[config.mk]
export PLATFORM = sky130hd
export DESIGN_NAME = bus_slave_mem_if
export DESIGN_NICKNAME = d
export VERILOG_FILES = /design/src/rtl/bus_slave_mem_if.sv
export SDC_FILE = /design/constraint.sdc
export NUM_CORES = 1
export LEC_CHECK = 0
export BUFFER_PORTS_ARGS = -buffer_cell sky130_fd_sc_hd__buf_2
export CORE_MARGIN = 2
export CORE_UTILIZATION = 52
export DETAILED_ROUTE_END_ITERATION = 6
export MAX_ROUTING_LAYER = met4
export PLACE_DENSITY = 0.91
export SYNTH_ARGS = -nofsm -noshare
export SYNTH_HDL_FRONTEND = slang
export SYNTH_SLANG_ARGS = --single-unit
export TNS_END_PERCENT = 30
[constraint.sdc]
create_clock -name clk -period 4.2 [get_ports clk]
set_input_delay 0.42 -clock clk [delete_from_list [all_inputs] [get_ports clk]]
set_output_delay 0.42 -clock clk [all_outputs]
set_load 0.02 [all_outputs]
[src/rtl/bus_slave_mem_if.sv]
// ============================================================================
// Module   : bus_slave_mem_if
// Function : Bus responder for a synchronous 1-cycle-latency word RAM with a
//            programmable number of wait states (BUS_SLAVE_FAST_WR_EN: writes
//            finish after the first wait cycle).
// Revision : 1.0  initial release
// ============================================================================
`default_nettype none

module bus_slave_mem_if #(
  parameter int MEM_AW      = 11,
  parameter int WAIT_CYCLES = 2
) (
  input  logic              clk,
  input  logic              reset,
  input  logic              cs_,
  input  logic              as_,
  input  logic              rw,
  input  logic [29:0]       addr,
  input  logic [31:0]       wr_data,
  output logic              rdy_,
  output logic [31:0]       rd_data,
  output logic [MEM_AW-1:0] mem_addr,
  output logic              mem_en,
  output logic              mem_we,
  output logic [31:0]       mem_wr_data,
  input  logic [31:0]       mem_rd_data
);

  typedef enum logic [1:0] {
    ST_IDLE = 2'd0,
    ST_WAIT = 2'd1,
    ST_RDY  = 2'd2
  } state_t;

  localparam logic [3:0] C_WAIT_LAST = 4'(WAIT_CYCLES);

  state_t      state_q;
  logic [3:0]  cnt_q;
  logic        rw_q;
  logic        cap_q;
  logic [31:0] data_q;
  logic [31:0] data_d;
  logic        wait_done_d;
  logic        w_req;
  logic        unused_addr_hi;

  assign w_req          = !cs_ && !as_;
  assign unused_addr_hi = ^addr[29:MEM_AW];

  // RAM data becomes valid the cycle after a read enable; fold it in directly
  // so the RDY transition can use it on the same edge it is captured.
  always_comb begin
    data_d = cap_q ? mem_rd_data : data_q;
  end

  always_comb begin
    wait_done_d = (cnt_q == C_WAIT_LAST);
`ifdef BUS_SLAVE_FAST_WR_EN
    if (!rw_q) begin
      wait_done_d = 1'b1;
    end
`else
`endif
  end

  always_ff @(posedge clk or negedge reset) begin
    if (!reset) begin
      state_q     <= ST_IDLE;
      cnt_q       <= 4'd0;
      rw_q        <= 1'b0;
      cap_q       <= 1'b0;
      data_q      <= 32'd0;
      rdy_        <= 1'b1;
      rd_data     <= 32'd0;
      mem_addr    <= '0;
      mem_en      <= 1'b0;
      mem_we      <= 1'b0;
      mem_wr_data <= 32'd0;
    end else begin
      mem_en  <= 1'b0;
      mem_we  <= 1'b0;
      cap_q   <= 1'b0;
      rdy_    <= 1'b1;
      rd_data <= 32'd0;

      case (state_q)
        ST_IDLE: begin
          if (w_req) begin
            mem_addr    <= addr[MEM_AW-1:0];
            mem_wr_data <= wr_data;
            rw_q        <= rw;
            cnt_q       <= 4'd1;
            mem_en      <= 1'b1;
            mem_we      <= !rw;
            data_q      <= 32'd0;
            state_q     <= ST_WAIT;
          end
        end

        ST_WAIT: begin
          cnt_q  <= cnt_q + 4'd1;
          cap_q  <= mem_en && !mem_we;
          data_q <= data_d;
          // Abort wins over completion: a dropped strobe never sees rdy_.
          if (!w_req) begin
            data_q  <= 32'd0;
            state_q <= ST_IDLE;
          end else if (wait_done_d) begin
            rdy_    <= 1'b0;
            rd_data <= rw_q ? data_d : 32'd0;
            state_q <= ST_RDY;
          end
        end

        ST_RDY: begin
          state_q <= ST_IDLE;
        end

        default: begin
          state_q <= ST_IDLE;
        end
      endcase
    end
  end

endmodule

`default_nettype wire

==> impl_metrics.toml <==
[route]
dr.pass1.iters = 4
final_antenna_net_count = 0
routedWlPerCell_um = 14.6
drt_wl_total_um = 9830
viasPerCell = 5.07
vias = 3404
drc = 0
first_iter_violations = 207

[synth]
synth_top_cell_by_area = "dfrtp_1"
ys_types = 29
synth_seq_cells = 118
synthArstFlopShare_pct = 100
synth_fa_ha_area_share_pct = 0.557
ys_top_cells_by_area = "dfrtp_1 (65%), nand2_1 (11%), mux2i_1 (7.1%)"
synth_edf_count = 0
yosysTopAreaCellShare_pct = 65.2
synth-seq-area-share_pct = 65.8
synth_warnings = 0
synthXorXnorAreaFrac_pct = 0
synthMuxAreaShare_pct = 7.13
syn_avg_cell_area_um2 = 11.3
syn_inst = 397
synthSimpleGateAreaFrac_pct = 15.8
synth_compound_area_share_pct = 7.60
netlist_area_um2 = 4490
syn-num-nets = 498
synth_top_family_by_area = "simple AND/OR/NAND/NOR gates"
ys.flop_type = "dfrtp_1"

[worst_setup_path]
cp_max_fo = 34
critPathLaunchType = "flop"
crit_arrival_ps = 2730
reg2reg_slack_ps = 1840
cp.required_ps = 4570
setup.worst_path.end_class = "flop"
crit_type = "flop to flop"

[sta]
setup_tns_ps = 0
finalClockSkew_ps = 6.86
worstMarginPinSlew_ps = 1150
relSlewSlack_pct = 23.5
slew_violations = 0
setup_viol = 0
finalCritPeriodShare_pct = 56.3
hold_viol = 0
max_freq_mhz = 423
rsz0062_at_grt = "false"
period_needed_ps = 2360

[power]
power_density_nw_per_um2 = 523
vdd_drop_max_mv = 0.294
p_leak_nw = 3.18

[die]
die_w_um = 96.9
die_h_um = 96.9
ioPinCount = 177
die-area_um2 = 9400
initial_core_util_pct = 54.1
core_um2 = 8300
rows = 33

[job]
maxCapViolCount = 0

[place]
io_buffers = 157
post-dp-hpwl_um = 6600
gp_congestion = 0.797

[clock_tree]
clk_latency_ps = 490
cts_sinks = 118
htree_levels = 4
clockRootBuffer = "clkbuf_8"
clkTransAtPathRegs_ps = 50
cts_buffer_depth = 2
tritoncts = "done"
cts-buffers-inserted = 17
cts_resized = 0

[finish]
mostFrequentLayoutCell = "buf_2"
postLayoutCoreUtil_pct = 71.5
final_cell_mix = "buf_2 (156), nand2_1 (133), dfrtp_1 (116)"
multiInputGateArea_um2 = 1400
area_growth_pct = 32.0
diodes = 0
drive_above_1_share_pct = 34.7
fillers = 597
layout.nets = 656
regArea_um2 = 2960

[grt]
grt_start_max_net_pins = 49
grt_overflow = 0
antenna_found_initial = 0
grt_pass1_vias = 3695
grt_pass1_wl_um = 17200
grt_use_total_pct = 23.3

[outcome]
status = "finished, final reports clean"

[worst_hold_path]
hp-class = "primary input to flop"
-- worst max-delay path, stage by stage (launching register included) --
cell and delay [ps]:
dfrtp_2 1010, inv_1 110, a211o_1 710, a22o_1 390
-- logic make-up (layout without fill, tap and decap cells) --
| logic type | count (synthesis) | count (layout) |
|---|---|---|
| buf+inv | 27 | 197 |
| flops | 118 | 118 |
| fa+ha+maj | 2 | 2 |
| simple gates | 178 | 178 |
| compound gates | 40 | 40 |
| mux | 32 | 32 |
-- repair_timing --
action,CTS,global route
endpoints found under the hold margin,38,0
hold buffers,1,0
buffers inserted,0,0
-- stage by stage --
| step | setup slack (ps) | area (um2) | instances | hold slack, ps | total power [mW] |
|---|---|---|---|---|---|
| after floorplan | 2690 | 4490 | 397 | 124 | 1.50 |
| after global placement | 1930 | 5320 | 640 | 407 | 1.65 |
| after detailed placement | 1860 | 5320 | 640 | 420 | 1.67 |
| after CTS | 1830 | 5930 | 672 | 66.6 | 3.14 |
| after global routing | 1680 | 5930 | 672 | 77.8 | 3.25 |
| final | 1840 | 5930 | 672 | 87.1 | 3.10 |
-- flip-flops by register name, indices dropped and copies added (netlist names) --
signal	flops
cap_q	1
cnt_q	4
data_q	32
mem_addr	11
mem_en	1
mem_we	1
mem_wr_data	32
rd_data	32
rdy_	1
rw_q	1
state_q	2
-- layout make-up --
type / count / share of cell area (%)
clock buffers: 21 / 7.57
clock inverters: 10 / 2.57
inverters: 4 / 0.253
multi-input cells: 252 / 23.6
flip-flops and latches: 118 / 49.8
well taps: 105 / 2.22
repair buffers: 162 / 14.0
-- per-layer routing --
| layer | GRT usage (%) | routed length (um) |
|---|---|---|
| met5 | - | 0 |
| met4 | 9.10 | 182 |
| met3 | 5.78 | 456 |
| met2 | 38.4 | 4960 |
| met1 | 27.8 | 4230 |
-- power breakdown --
group | internal [mW] | leakage, nW | switching, mW
sequential | 1.23 | 1.57 | 0.0576
clock | 0.985 | 0.297 | 0.467
combinational | 0.129 | 1.31 | 0.235
-- Yosys cell counts (2+ instances only) --
cell type / instances
a22o_1: 32
nor2_1: 33
nand2_1: 133
clkbuf_1: 5
inv_1: 3
o21ai_0: 2
buf_4: 7
dfrtp_1: 117
mux2i_1: 32
nor3b_1: 2
buf_1: 2
ha_1: 2
buf_2: 9
nand3_1: 3
-- path summary, 6_finish.rpt --
kind	from	endpoint	cells after the start
max	cap_q	data_q[16]	3
min	rw	mem_we	2
max reg2reg	cap_q	data_q[16]	3
min reg2reg	mem_we	cap_q	1
max in group asynchronous	reset	cap_q	3
min in group asynchronous	reset	mem_addr[6]	2
Note: power is estimated with default switching activity, not from simulation.
